[config.mk]
export PLATFORM = sky130hd
export DESIGN_NAME = arc4_ctrl
export DESIGN_NICKNAME = d
export VERILOG_FILES = /design/src/rtl/arc4_ctrl.sv
export SDC_FILE = /design/constraint.sdc
export NUM_CORES = 1
export LEC_CHECK = 0
export CELL_PAD_IN_SITES_DETAIL_PLACEMENT = 0
export CELL_PAD_IN_SITES_GLOBAL_PLACEMENT = 1
export CORE_MARGIN = 2
export CORE_UTILIZATION = 31
export CTS_CLUSTER_DIAMETER = 30
export DETAILED_ROUTE_END_ITERATION = 10
export PLACE_DENSITY = 0.93
export SYNTH_ARGS = -nofsm -noshare
export SYNTH_HDL_FRONTEND = slang
export SYNTH_SLANG_ARGS = --single-unit
export TNS_END_PERCENT = 10
[constraint.sdc]
create_clock -name clk -period 3.2 [get_ports clk]
set_clock_uncertainty 0.05 [all_clocks]
set_input_delay 0.48 -clock clk [delete_from_list [all_inputs] [get_ports clk]]
set_output_delay 0.48 -clock clk [all_outputs]
set_load 0.1 [all_outputs]
[src/rtl/arc4_ctrl.sv]
`default_nettype none
// arc4_ctrl: runs the init, ksa and optional prga engines in sequence on one start
// request, and routes the single S-memory port to whichever engine is active.
module arc4_ctrl #(
   parameter int TIMEOUT = 4096,
   parameter int CW      = $clog2(TIMEOUT)
) (
   input  logic        clk,
   input  logic        rst_n,
   input  logic        en,
   input  logic        ksa_only,
   input  logic [23:0] key,
   output logic        rdy,
   output logic        done,
   output logic        err,
   output logic [1:0]  phase,
   output logic [23:0] key_q,
   output logic        en_i,
   output logic        en_k,
   output logic        en_p,
   input  logic        rdy_i,
   input  logic        rdy_k,
   input  logic        rdy_p,
   input  logic [7:0]  addr_i,
   input  logic [7:0]  wrdata_i,
   input  logic        wren_i,
   input  logic [7:0]  addr_k,
   input  logic [7:0]  wrdata_k,
   input  logic        wren_k,
   input  logic [7:0]  addr_p,
   input  logic [7:0]  wrdata_p,
   input  logic        wren_p,
   output logic [7:0]  s_addr,
   output logic [7:0]  s_wrdata,
   output logic        s_wren
);

   // Each phase's REQ/GO/BUSY/WAIT states are consecutive, and each WAIT is
   // followed by the next phase's REQ (or DONE), so "next state" is state + 1.
   typedef enum logic [3:0] {
      S_IDLE   = 4'd0,
      S_I_REQ  = 4'd1,
      S_I_GO   = 4'd2,
      S_I_BUSY = 4'd3,
      S_I_WAIT = 4'd4,
      S_K_REQ  = 4'd5,
      S_K_GO   = 4'd6,
      S_K_BUSY = 4'd7,
      S_K_WAIT = 4'd8,
      S_P_REQ  = 4'd9,
      S_P_GO   = 4'd10,
      S_P_BUSY = 4'd11,
      S_P_WAIT = 4'd12,
      S_DONE   = 4'd13,
      S_ERR    = 4'd14
   } state_t;

   state_t        state;
   logic [CW-1:0] wd;
   logic          ko_q;
   logic          rdy_sel;
   logic          wd_max;
   logic          last;

   always_comb begin
      case (phase)
         2'd1:    rdy_sel = rdy_i;
         2'd2:    rdy_sel = rdy_k;
         2'd3:    rdy_sel = rdy_p;
         default: rdy_sel = 1'b0;
      endcase
   end

   assign wd_max = (wd == CW'(TIMEOUT - 1));
   assign last   = (phase == 2'd3) || ((phase == 2'd2) && ko_q);

   always_ff @(posedge clk or negedge rst_n) begin
      if (!rst_n) begin
         state <= S_IDLE;
         wd    <= '0;
         ko_q  <= 1'b0;
         rdy   <= 1'b1;
         done  <= 1'b0;
         err   <= 1'b0;
         phase <= 2'd0;
         key_q <= 24'd0;
         en_i  <= 1'b0;
         en_k  <= 1'b0;
         en_p  <= 1'b0;
      end else begin
         case (state)
            S_IDLE: begin
               if (en) begin
                  state <= S_I_REQ;
                  rdy   <= 1'b0;
                  phase <= 2'd1;
                  key_q <= key;
                  ko_q  <= ksa_only;
                  err   <= 1'b0;
                  wd    <= '0;
               end
            end
            S_I_REQ, S_K_REQ, S_P_REQ: begin
               if (rdy_sel) begin
                  state <= state_t'(state + 4'd1);
                  wd    <= '0;
                  en_i  <= (phase == 2'd1);
                  en_k  <= (phase == 2'd2);
                  en_p  <= (phase == 2'd3);
               end else if (wd_max) begin
                  state <= S_ERR;
                  err   <= 1'b1;
                  phase <= 2'd0;
               end else begin
                  wd <= wd + 1'b1;
               end
            end
            S_I_GO, S_K_GO, S_P_GO: begin
               state <= state_t'(state + 4'd1);
               en_i  <= 1'b0;
               en_k  <= 1'b0;
               en_p  <= 1'b0;
            end
            // Require rdy to drop first so a stale rdy cannot end the phase early.
            S_I_BUSY, S_K_BUSY, S_P_BUSY: begin
               if (!rdy_sel) begin
                  state <= state_t'(state + 4'd1);
                  wd    <= wd + 1'b1;
               end else if (wd_max) begin
                  state <= S_ERR;
                  err   <= 1'b1;
                  phase <= 2'd0;
               end else begin
                  wd <= wd + 1'b1;
               end
            end
            S_I_WAIT, S_K_WAIT, S_P_WAIT: begin
               if (rdy_sel) begin
                  if (last) begin
                     state <= S_DONE;
                     done  <= 1'b1;
                     phase <= 2'd0;
                  end else begin
                     state <= state_t'(state + 4'd1);
                     phase <= phase + 2'd1;
                     wd    <= '0;
                  end
               end else if (wd_max) begin
                  state <= S_ERR;
                  err   <= 1'b1;
                  phase <= 2'd0;
               end else begin
                  wd <= wd + 1'b1;
               end
            end
            S_DONE: begin
               done  <= 1'b0;
               rdy   <= 1'b1;
               state <= S_IDLE;
            end
            S_ERR: begin
               rdy   <= 1'b1;
               state <= S_IDLE;
            end
            default: begin
               state <= S_IDLE;
               rdy   <= 1'b1;
               phase <= 2'd0;
            end
         endcase
      end
   end

   always_comb begin
      s_addr   = 8'd0;
      s_wrdata = 8'd0;
      s_wren   = 1'b0;
      case (phase)
         2'd1: begin
            s_addr   = addr_i;
            s_wrdata = wrdata_i;
            s_wren   = wren_i;
         end
         2'd2: begin
            s_addr   = addr_k;
            s_wrdata = wrdata_k;
            s_wren   = wren_k;
         end
         2'd3: begin
            s_addr   = addr_p;
            s_wrdata = wrdata_p;
            s_wren   = wren_p;
         end
         default: begin
            s_addr   = 8'd0;
            s_wrdata = 8'd0;
            s_wren   = 1'b0;
         end
      endcase
   end

endmodule
`default_nettype wire

* Yosys cells after proc, flatten, opt, wreduce, memory -nomap -nowiden
Cells that the tools add are included.
** Storage, ports and cells
- Register bits :: 49
- Input bits :: 82
- Output and inout bits :: 49
- Logic and storage cells :: 103
** Cells by class
- $add $sub $neg :: 3
- Equal/unequal tests :: 26
- Multiplexer cells :: 40
- Bitwise logic cells :: 2
- Reduce and logical (&&, ||, !) cells :: 21
** Operators with widths (number)
- 12-bit 2-to-1 mux :: 6
- 12-bit one-hot mux with 4 select lines :: 1
- 8-bit one-hot mux with 3 select lines :: 2
- 4-bit equality test (second input constant) :: 7
- 4-bit 2-to-1 mux :: 6
- 4-bit one-hot mux with 5 select lines :: 1
- 4-bit by 3-bit equality test with 1-bit output (second input constant) :: 4
- 2-bit != test (second input constant) :: 7
- 12-bit by 1-bit adder with 12-bit output (second input constant) :: 1
- 12-bit equality test (second input constant) :: 1
- 2-bit 2-to-1 mux :: 6
- 12-bit OR reduction :: 1
- 3-bit OR reduction :: 4
- 1-bit one-hot mux with 2 select lines :: 5
- 2-bit one-hot mux with 5 select lines :: 1
- 1-bit 2-to-1 mux :: 9
- 1-bit one-hot mux with 3 select lines :: 3
- 4-bit by 2-bit equality test with 1-bit output (second input constant) :: 2
- 4-bit AND reduction :: 2
- 2-bit AND reduction :: 3
- 3-bit AND reduction :: 2
- 6-bit OR reduction :: 1
- 5-bit OR reduction :: 1
- 4-bit by 1-bit adder with 4-bit output (second input constant) :: 1
- other kinds (12) :: 15

* Logic depth before layout (Yosys ltp)
- Word-level depth :: 6
- Depth in mapped cells :: 9
- Depth with buffers taken out :: 7

* Worst setup path before layout
No wires, ideal clock.
- Kind :: flip-flop to output port
- From :: register phase[1]
- To :: output port s_addr[0]
- Arrival time :: 3.251 ns
- Data required time :: 2.670 ns
- Slack :: -0.581 ns
- Cell stages (with the launch flop) :: 6
- Path buffers :: 2
- Path through :: dfrtp_1 > ha_1 > clkbuf_1 > buf_1 > a222oi_1 > nor2_1
** On the way
- Longest elaborated chain between the ends :: 2
- Elaborated cells between the ends (all ways) :: 4
- Classes of those cells :: 3 x eq/ne; 1 x mux
** RTL lines
- start, declared :: line 16 : output logic [1:0] phase,
- start signal, assigned :: line 145 : phase <= phase + 2'd1;
- 2-bit equality test or 2-bit by 1-bit equality test with 1-bit output (tied branches) :: line 178 : case (phase)
- 8-bit one-hot mux with 3 select lines * :: line 178
- end, declared :: line 33 : output logic [7:0] s_addr,
Mark *: on every way between the ends. The rest lies on a longest branch, timed or not.

* Final worst setup path
- From :: register phase[0]
- To :: register wd[5]
** On the way
- Longest elaborated chain between the ends :: 5
- Elaborated cells between the ends (all ways) :: 12
- Classes of those cells :: 4 x eq/ne; 5 x mux; 3 x reduce/logical
** RTL lines
- parallel branches: the longest is 5 deep, another holds 12-bit 2-to-1 mux
- end signal, assigned :: line 115 : wd <= wd + 1'b1;
- end signal, assigned :: line 128 : wd <= wd + 1'b1;
- end signal, assigned :: line 134 : wd <= wd + 1'b1;
- end, declared :: line 59 : logic [CW-1:0] wd;
Several ways; the timed one is not identified.
A chain may end at the register's enable or synchronous reset.

==> results.toml <==
[grt]
use_met1 = 0.1959
grt_pass1_wl_um = 14500
grt_max_degree = 50
track_usage = 0.1768
grt_pass1_vias = 2989
grt.met2_usage = 0.3369
busiest_layer = "met2"
grt-ovfl-total = 0
antenna_found_initial = 0
met3_usage = 0.03606

[worst_setup_path]
startpoint_type = "register"
ff2ff_path_depth = 9
crit_path_end_kind = "register"
worst-path-max-fanout = 11
r2r_end = "wd[5]"
path_class = "register to register"
critPathRequiredTime_ns = 3.36
timing.rr.start = "phase[0]"
regToRegSetupSlack_ns = 0.47
worstPathArrival_ns = 2.88

[cts]
cts_tree = "yes"
cts-resized-gates = 0
postCtsHoldBufs = 0
clk_latency_ns = 0.30
clock_path_buffers = 2
cts_buffers = 5
cts_setup_buffers = 0
htree_levels = 2
clockRootBuffer = "clkbuf_8"
path_clk_slew_ns = 0.10
clock-sinks = 49

[min_path]
hold_path.class = "primary input to async pin"

[sta]
period_share = 0.8516
fmax_mhz = 367.0
rsz0062_at_grt = "no"
finalSetupViolCount = 0
hold_violations = 0
worst_pin_slew_ns = 1.107
whs_ns = 0.3310
setup_tns_ns = 0
relSlewSlack = 0.2618
fin_crit_ns = 2.725
report.final.slew_viol_count = 0

[logic_synthesis]
syn_area_um2 = 2902
yosysTopAreaCell = "dfrtp_1"
ys_top_cells_by_area = "dfrtp_1, mux2_2, a222oi_1"
syn_inst = 293
ys_types = 54
syn_area_per_cell_um2 = 9.903
ys_ff_latch = 49
synth_edf_count = 0
yosysWarnings = 0
yosysSeqAreaShare = 0.4230
synth_nets = 384
synth_flop_cell = "dfrtp_1"
synth-async-reset-ratio = 1.000
yosys.area.top_type_share = 0.4140

[drt]
vias_per_cell = 5.610
wl_per_cell_um = 17.22
drt_iter0_markers = 171
drc = 0
vias = 2996
drtAntennaViolNets = 0
drt-pass1-iter-count = 5
wl_um = 9195

[outcome]
outcome = "finished clean"

[floorplan]
placementRows = 35
die_x_um = 100.7
core-area_um2 = 9153
die_area_um2 = 10150
initial_core_util = 0.3170
io_pins = 131
chipHeight_um = 100.7

[layout]
fillers = 873
antenna_cells = 0
fin_area_um2 = 4348
area_growth_pct = 49.85
final_core_util = 0.4751
final_nets = 513
drive_above_1_share = 0.2624

[place]
placed_area_um2 = 4258
place_hpwl_um = 6941
portBuffers = 130
routabilityCongestion = 0.9041

[run]
maxCapViolations = 0
## layer usage
metal	share of wire	vias up	routed length (µm)
met5	0	-	0
met4	0.022	0	199
met3	0.082	15	756
met2	0.52	137	4770
met1	0.38	1451	3468
li1	-	1393	-
## synth_stat cells, types with 2 or more instances
library cell and instances:
o21ai_0 12, nor2_1 32, and3_1 2, o31ai_1 2, ha_1 9, o211ai_1 7
mux2_2 25, o21a_1 4, nor3_1 2, inv_1 10, a222oi_1 18, or4_1 2
buf_2 4, o22ai_1 3, nand3_1 10, nor4_1 2, a41oi_1 3, dfrtp_1 48
o22a_1 3, a31oi_1 3, a311oi_1 2, buf_1 4, and4_1 3, clkbuf_1 10
a21oi_1 18, o311ai_0 2, a22o_1 6, a211oi_1 4, nand2_1 11, nor2b_1 3
a32oi_1 2, nand2b_1 3, and2_1 3
## kinds of logic after synthesis
kind of cell               share of synthesized area
adders and majority gates                    0.03881
DFF                                           0.4230
and+or+nand+nor                               0.1320
buffers and inverters                        0.04183
xor gates and xnor gates                    0.003019
AOI/OAI and AO/OA                             0.2643
muxes                                        0.09702
## worst max-delay path by stage
stage | endpoint | cells past startpoint | from
after floorplan | s_wrdata[1] | 4 | phase[1]
after global placement | wd[2] | 8 | rdy_k
after detailed placement | wd[5] | 8 | rdy_k
after CTS | wd[5] | 9 | phase[0]
after global routing | wd[5] | 9 | phase[0]
final | wd[5] | 9 | phase[0]
## final cells by class
cell class / instances / area [µm²] / share of cell area
clock buffers: 5 / 68.82 / 0.01583
flip-flops and latches: 49 / 1227 / 0.2823
multi-input cells: 215 / 1585 / 0.3646
clock inverters: 3 / 21.27 / 0.004892
inverters: 10 / 37.54 / 0.008633
well taps: 111 / 138.9 / 0.03194
repair buffers: 141 / 1269 / 0.2918
## worst max-delay path: stages, from the launching register on
cell and delay (ns):
dfrtp_1 0.45, inv_1 0.11, ha_1 0.30, a222oi_1 0.16, buf_4 0.18, or4_1 0.57
nand2b_1 0.33, nor2_1 0.09, buf_4 0.17, a311oi_1 0.21
## cells in the final DEF (no fill, tap or decap), types with 3 or more instances in the layout
master,instances
and4_1,3
mux2_2,25
buf_4,59
and2_1,3
dfrtp_1,48
o21ai_0,12
a222oi_1,18
a31oi_1,3
nor2_1,19
nand3_1,10
a22o_1,6
a211oi_1,4
nand2b_1,3
clkbuf_8,5
a21oi_1,18
nor2b_1,3
inv_1,10
clkdlybuf4s50_1,80
a41oi_1,3
ha_1,9
o22ai_1,3
o22a_1,3
nand2_1,11
o211ai_1,7
o21a_1,4
nor2_2,13
## per-stage QoR
step	setup WS [ns]	cells
final	0.4749	534
after floorplan	-0.3001	293
after global routing	0.2631	534
after detailed placement	0.4535	526
after CTS	0.4659	534
after global placement	0.5037	526
## registers in the layout, summed over array words and instances (netlist names)
register,flops
state,4
rdy,1
key_q,24
en_k,1
err,1
en_i,1
ko_q,1
done,1
en_p,1
wd,12
phase,2
Power is left out: the tool's default activity adds up to more than one toggle a clock period on the data nets, which glitch-free logic cannot reach.
